<file path="config.mk">
export PLATFORM = sky130hd
export DESIGN_NAME = tristate_bus_arbiter
export DESIGN_NICKNAME = d
export VERILOG_FILES = /design/src/rtl/tristate_bus_arbiter.sv
export SDC_FILE = /design/constraint.sdc
export NUM_CORES = 1
export LEC_CHECK = 0
export ABC_CLOCK_PERIOD_IN_PS = 1720
export CORE_AREA = 2 2 39 41
export CTS_CLUSTER_DIAMETER = 120
export DETAILED_ROUTE_END_ITERATION = 10
export DIE_AREA = 0 0 41 43
export DONT_BUFFER_PORTS = 1
export PLACE_DENSITY = 0.63
export SLEW_MARGIN = 15
export SYNTH_ARGS = -nofsm -noshare
export SYNTH_HDL_FRONTEND = slang
export SYNTH_SLANG_ARGS = --single-unit
</file>
<file path="constraint.sdc">
create_clock -name clk -period 1.72 [get_ports clk]
set_input_delay 0.43 -clock clk [delete_from_list [all_inputs] [get_ports clk]]
set_output_delay 0.43 -clock clk [all_outputs]
set_load 0.005 [all_outputs]
</file>
<file path="src/rtl/tristate_bus_arbiter.sv">
// Round-robin owner selection and output-enable sequencing for a shared tri-state bus.
// A dead interval with all enables low separates consecutive ownerships.
module tristate_bus_arbiter #(
  parameter int unsigned N          = 2,
  parameter int unsigned TURNAROUND = 1,
  parameter int unsigned MAX_HOLD   = 8
) (
  input  logic                 clk,
  input  logic                 rst,
  input  logic [N-1:0]         req,
  output logic [N-1:0]         grant,
  output logic [N-1:0]         oe,
  output logic                 busy,
  output logic [$clog2(N)-1:0] owner
);

  localparam int unsigned OW = $clog2(N);
  localparam int unsigned HW = $clog2(MAX_HOLD + 1);
  localparam int unsigned TW = $clog2(TURNAROUND + 1);

  localparam logic [HW-1:0] HoldMax = HW'(MAX_HOLD);
  localparam logic [TW-1:0] TurnLen = TW'(TURNAROUND);
  localparam logic [OW-1:0] LastIdx = OW'(N - 1);
  localparam logic [OW:0]   NumReq  = (OW + 1)'(N);

  typedef enum logic [1:0] {StIdle, StGrant, StTurn} state_e;

  state_e        state_q, state_d;
  logic [OW-1:0] ptr_q, ptr_d;
  logic [HW-1:0] hcnt_q, hcnt_d;
  logic [TW-1:0] tcnt_q, tcnt_d;
  logic [N-1:0]  grant_q, grant_d;
  logic [OW-1:0] owner_q, owner_d;
  logic          busy_q;

  logic          win_valid;
  logic [OW-1:0] win_idx;
  logic [OW:0]   scan_sum;
  logic [OW-1:0] scan_idx;

  // Scan from ptr upward with wrap; the first requester found wins.
  always_comb begin
    win_valid = 1'b0;
    win_idx   = '0;
    scan_sum  = '0;
    scan_idx  = '0;
    for (int unsigned i = 0; i < N; i++) begin
      scan_sum = {1'b0, ptr_q} + (OW + 1)'(i);
      if (scan_sum >= NumReq) begin
        scan_sum = scan_sum - NumReq;
      end
      scan_idx = scan_sum[OW-1:0];
      if (!win_valid && req[scan_idx]) begin
        win_valid = 1'b1;
        win_idx   = scan_idx;
      end
    end
  end

  always_comb begin
    state_d = state_q;
    ptr_d   = ptr_q;
    hcnt_d  = hcnt_q;
    tcnt_d  = tcnt_q;
    grant_d = grant_q;
    owner_d = owner_q;
    unique case (state_q)
      StIdle: begin
        if (win_valid) begin
          grant_d          = '0;
          grant_d[win_idx] = 1'b1;
          owner_d          = win_idx;
          hcnt_d           = HW'(1);
          state_d          = StGrant;
        end
      end
      StGrant: begin
        // A request drop and hold expiry on the same edge collapse into one release.
        if (!req[owner_q] || (hcnt_q == HoldMax)) begin
          grant_d = '0;
          ptr_d   = (owner_q == LastIdx) ? '0 : owner_q + OW'(1);
          tcnt_d  = TW'(1);
          state_d = StTurn;
        end else begin
          hcnt_d = hcnt_q + HW'(1);
        end
      end
      StTurn: begin
        if (tcnt_q == TurnLen) begin
          if (win_valid) begin
            grant_d          = '0;
            grant_d[win_idx] = 1'b1;
            owner_d          = win_idx;
            hcnt_d           = HW'(1);
            state_d          = StGrant;
          end else begin
            state_d = StIdle;
          end
        end else begin
          tcnt_d = tcnt_q + TW'(1);
        end
      end
      default: state_d = StIdle;
    endcase
  end

  always_ff @(posedge clk) begin
    if (rst) begin
      state_q <= StIdle;
      ptr_q   <= '0;
      hcnt_q  <= '0;
      tcnt_q  <= '0;
      grant_q <= '0;
      owner_q <= '0;
      busy_q  <= 1'b0;
    end else begin
      state_q <= state_d;
      ptr_q   <= ptr_d;
      hcnt_q  <= hcnt_d;
      tcnt_q  <= tcnt_d;
      grant_q <= grant_d;
      owner_q <= owner_d;
      busy_q  <= |grant_d;
    end
  end

  assign grant = grant_q;
  assign oe    = grant_q;
  assign busy  = busy_q;
  assign owner = owner_q;

endmodule

</file>
==> flow_summary.yaml <==
floorplanning:
  die_h_um: 43
  dieArea_um2: 1760
  core_area_um2: 1380
  fp.dieW_um: 41
  rows: 14
  start_util: 0.454
  pin_count: 10
yosys:
  synth-seq-area-share: 0.382
  synth_cells: 67
  ys_ff_latch: 12
  syn-num-nets: 73
  postSynthAreaPerCell_um2: 9.37
  synthDistinctLibCells: 33
  syn_area_um2: 628
  ys.flop_type: "dfxtp_1"
  async_reset_ff_frac: 0
  synth_edf_count: 0
  yosysWarningCount: 0
global_routing:
  antenna_found_initial: 0
  grt_max_degree: 12
  grt_pass1_wl_mm: 2.01
  grt-ovfl-total: 0
  grt_pass1_vias: 441
  grt.total_usage: 0.161
routing:
  vias_per_cell: 5.90
  wl_met1_um: 633
  vias: 507
  dr_wl_met3_um: 66
  wl_met2_um: 534
  routed.top_layer: "met3"
  drc_errors: 0
  postRouteWirelength_mm: 1.24
  drtIter0Drc: 8
  drtPass1Iterations: 4
  ant_nets: 0
  wire_per_inst_um: 14.4
layout:
  final_nets: 78
  diodes: 0
  fin_cells: 86
  drive_gt1_frac: 0.171
  syn2layout_area_growth_pct: 8.17
power_and_ir_drop:
  max-vdd-ir-drop_mv: 0.479
  power_density_nw_per_um2: 886
  total_power_mw: 0.602
  p_leak_nw: 0.279
placement:
  gp_congestion: 0.807
  post-place-ws_ns: 0.107
  hpwl_um: 900
  port_buffers: 0
  dp.cells: 83
timing:
  fmax_ghz: 0.618
  finalCritPeriodShare: 0.940
  period_needed_ns: 1.62
  final-hold-violation-count: 0
  slew_viol_final: 0
  skew_ns: 0.00285
  tns_ns: 0
  relSlewSlack: 0.691
  whs_ns: 0.227
  setup_viol: 0
  worst_pin_slew_ns: 0.458
  rsz0062_at_grt: "false"
  fin_ws_ns: 0.103
setup_path:
  cp_cell_sequence: "inv_1 -> ha_1 -> and3b_1 -> or4_1 -> a211oi_2"
  r2r-start: "hcnt_q[0]"
  startpoint_type: "register"
  crit_type: "reg -> reg"
  r2r_cells: 5
  critPathSlowestCell: "or4_1"
  crit_family: "simple AND/OR/NAND/NOR gates"
  cp_num_buf_inv: 1
  crit_fanout: 4
  max_stage_delay_ns: 0.52
  r2r_setup_slack_ns: 0.10
  cp_data_required_time_ns: 1.91
  rr_endpoint: "hcnt_q[2]"
  endpoint_kind: "register"
  critical_path_arrival_ns: 1.81
  cp.depth: 5
clocking:
  root_buffer: "clkbuf_4"
  cts_buffer_depth: 2
  hold_buffers: 0
  cts_resized: 0
  cts_sinks: 12
  cts_made_buffers: 3
  htree_levels: 1
  cts_tree: "built"
  cts.clk_slew.worst_paths_ns: 0.07
  clk_latency_ns: 0.26
  cts_setup_buffers: 0
flow_run:
  cap_viol_max_count: 0
min_path:
  hold_depth: 1
  hp-start: "rst"
  min_path_type: "in -> reg"
  min_to: "state_q[1]"
outcome:
  outcome: "completed"
logic make-up after synthesis:
| group | count (synthesis) | synth area share |
|---|---|---|
| and+or+nand+nor | 21 | 0.211 |
| AOI/OAI and AO/OA | 18 | 0.213 |
| DFF | 12 | 0.382 |
| buffers and inverters | 9 | 0.0697 |
| muxes | 5 | 0.0837 |
| adders and majority gates | 2 | 0.0398 |
per-stage QoR:
step / util / cell area, um2
floorplan: - / 628
global placement: 0.475 / 657
detailed placement: 0.475 / 657
CTS: 0.491 / 679
global route: 0.491 / 679
finish: 0.491 / 679
placed cells by master, fill, tap and decap left out, drive strengths merged:
cell and n:
a211oi 1, a21boi 1, a21oi 5, a31oi 1
a41o 1, and2 1, and3b 1, buf 5
clkbuf 3, dfxtp 12, ha 2, inv 4
mux2 2, mux2i 3, nand2 2, nand3 1
nand3b 3, nand4 1, nor2 3, nor2b 4
nor3 1, nor3b 1, o2111a 1, o21ai 2
o311a 1, o311ai 2, o31ai 2, o32ai 1
or3 1, or4 1, or4b 1
flip-flops by register name, indices dropped and copies added, names as in the netlist:
register,cells
busy,1
hcnt_q,4
grant,2
state_q,2
tcnt_q,1
ptr_q,1
owner,1
Yosys cell counts, types with 2 or more instances:
library cell | number | area [um2]
a21oi_1 | 5 | 25.0
buf_4 | 2 | 15.0
dfxtp_1 | 12 | 240
ha_1 | 2 | 25.0
inv_1 | 4 | 15.0
mux2_2 | 2 | 22.5
mux2i_1 | 3 | 30.0
nand2_1 | 2 | 7.51
nand3b_1 | 3 | 22.5
nor2_1 | 3 | 11.3
nor2b_1 | 4 | 25.0
o21ai_0 | 2 | 10.0
o311ai_0 | 2 | 17.5
o31ai_1 | 2 | 15.0
worst max path at each step:
stage	start	end	slack [ns]
floorplan	hcnt_q[0]	hcnt_q[2]	0.17
global placement	hcnt_q[0]	hcnt_q[2]	0.13
detailed placement	hcnt_q[0]	hcnt_q[2]	0.11
CTS	hcnt_q[0]	hcnt_q[2]	0.09
global route	hcnt_q[0]	hcnt_q[2]	0.02
finish	hcnt_q[0]	hcnt_q[2]	0.10
final cells by class:
| class | instances | area (um2) |
|---|---|---|
| Tap cell | 16 | 20.0 |
| Inverter | 4 | 15.0 |
| Sequential cell | 12 | 240 |
| Multi-Input combinational cell | 46 | 344 |
| Timing Repair Buffer | 5 | 37.5 |
| Fill cell | 132 | 704 |
| Clock buffer | 3 | 22.5 |
per-layer routing:
metal,track usage,vias to the layer above
met5,0,-
met4,0.0200,0
li1,-,258
met1,0.248,239
met3,0.0733,0
met2,0.209,10
worst reg2reg max path: cells and delay by family (launching register included):
family          cells  cell delay [ns]
flops               1             0.36
compound gates      1             0.21
simple gates        2             0.70
fa+ha+maj           1             0.20
buf+inv             1             0.07
power by group:
part	total (mW)	switching [mW]	internal, mW
logic	0.115	0.0588	0.0561
registers	0.324	0.0204	0.304
clock network	0.163	0.0824	0.0807
total	0.602	0.162	0.441
No activity file was read; power rests on OpenSTA's default activity.
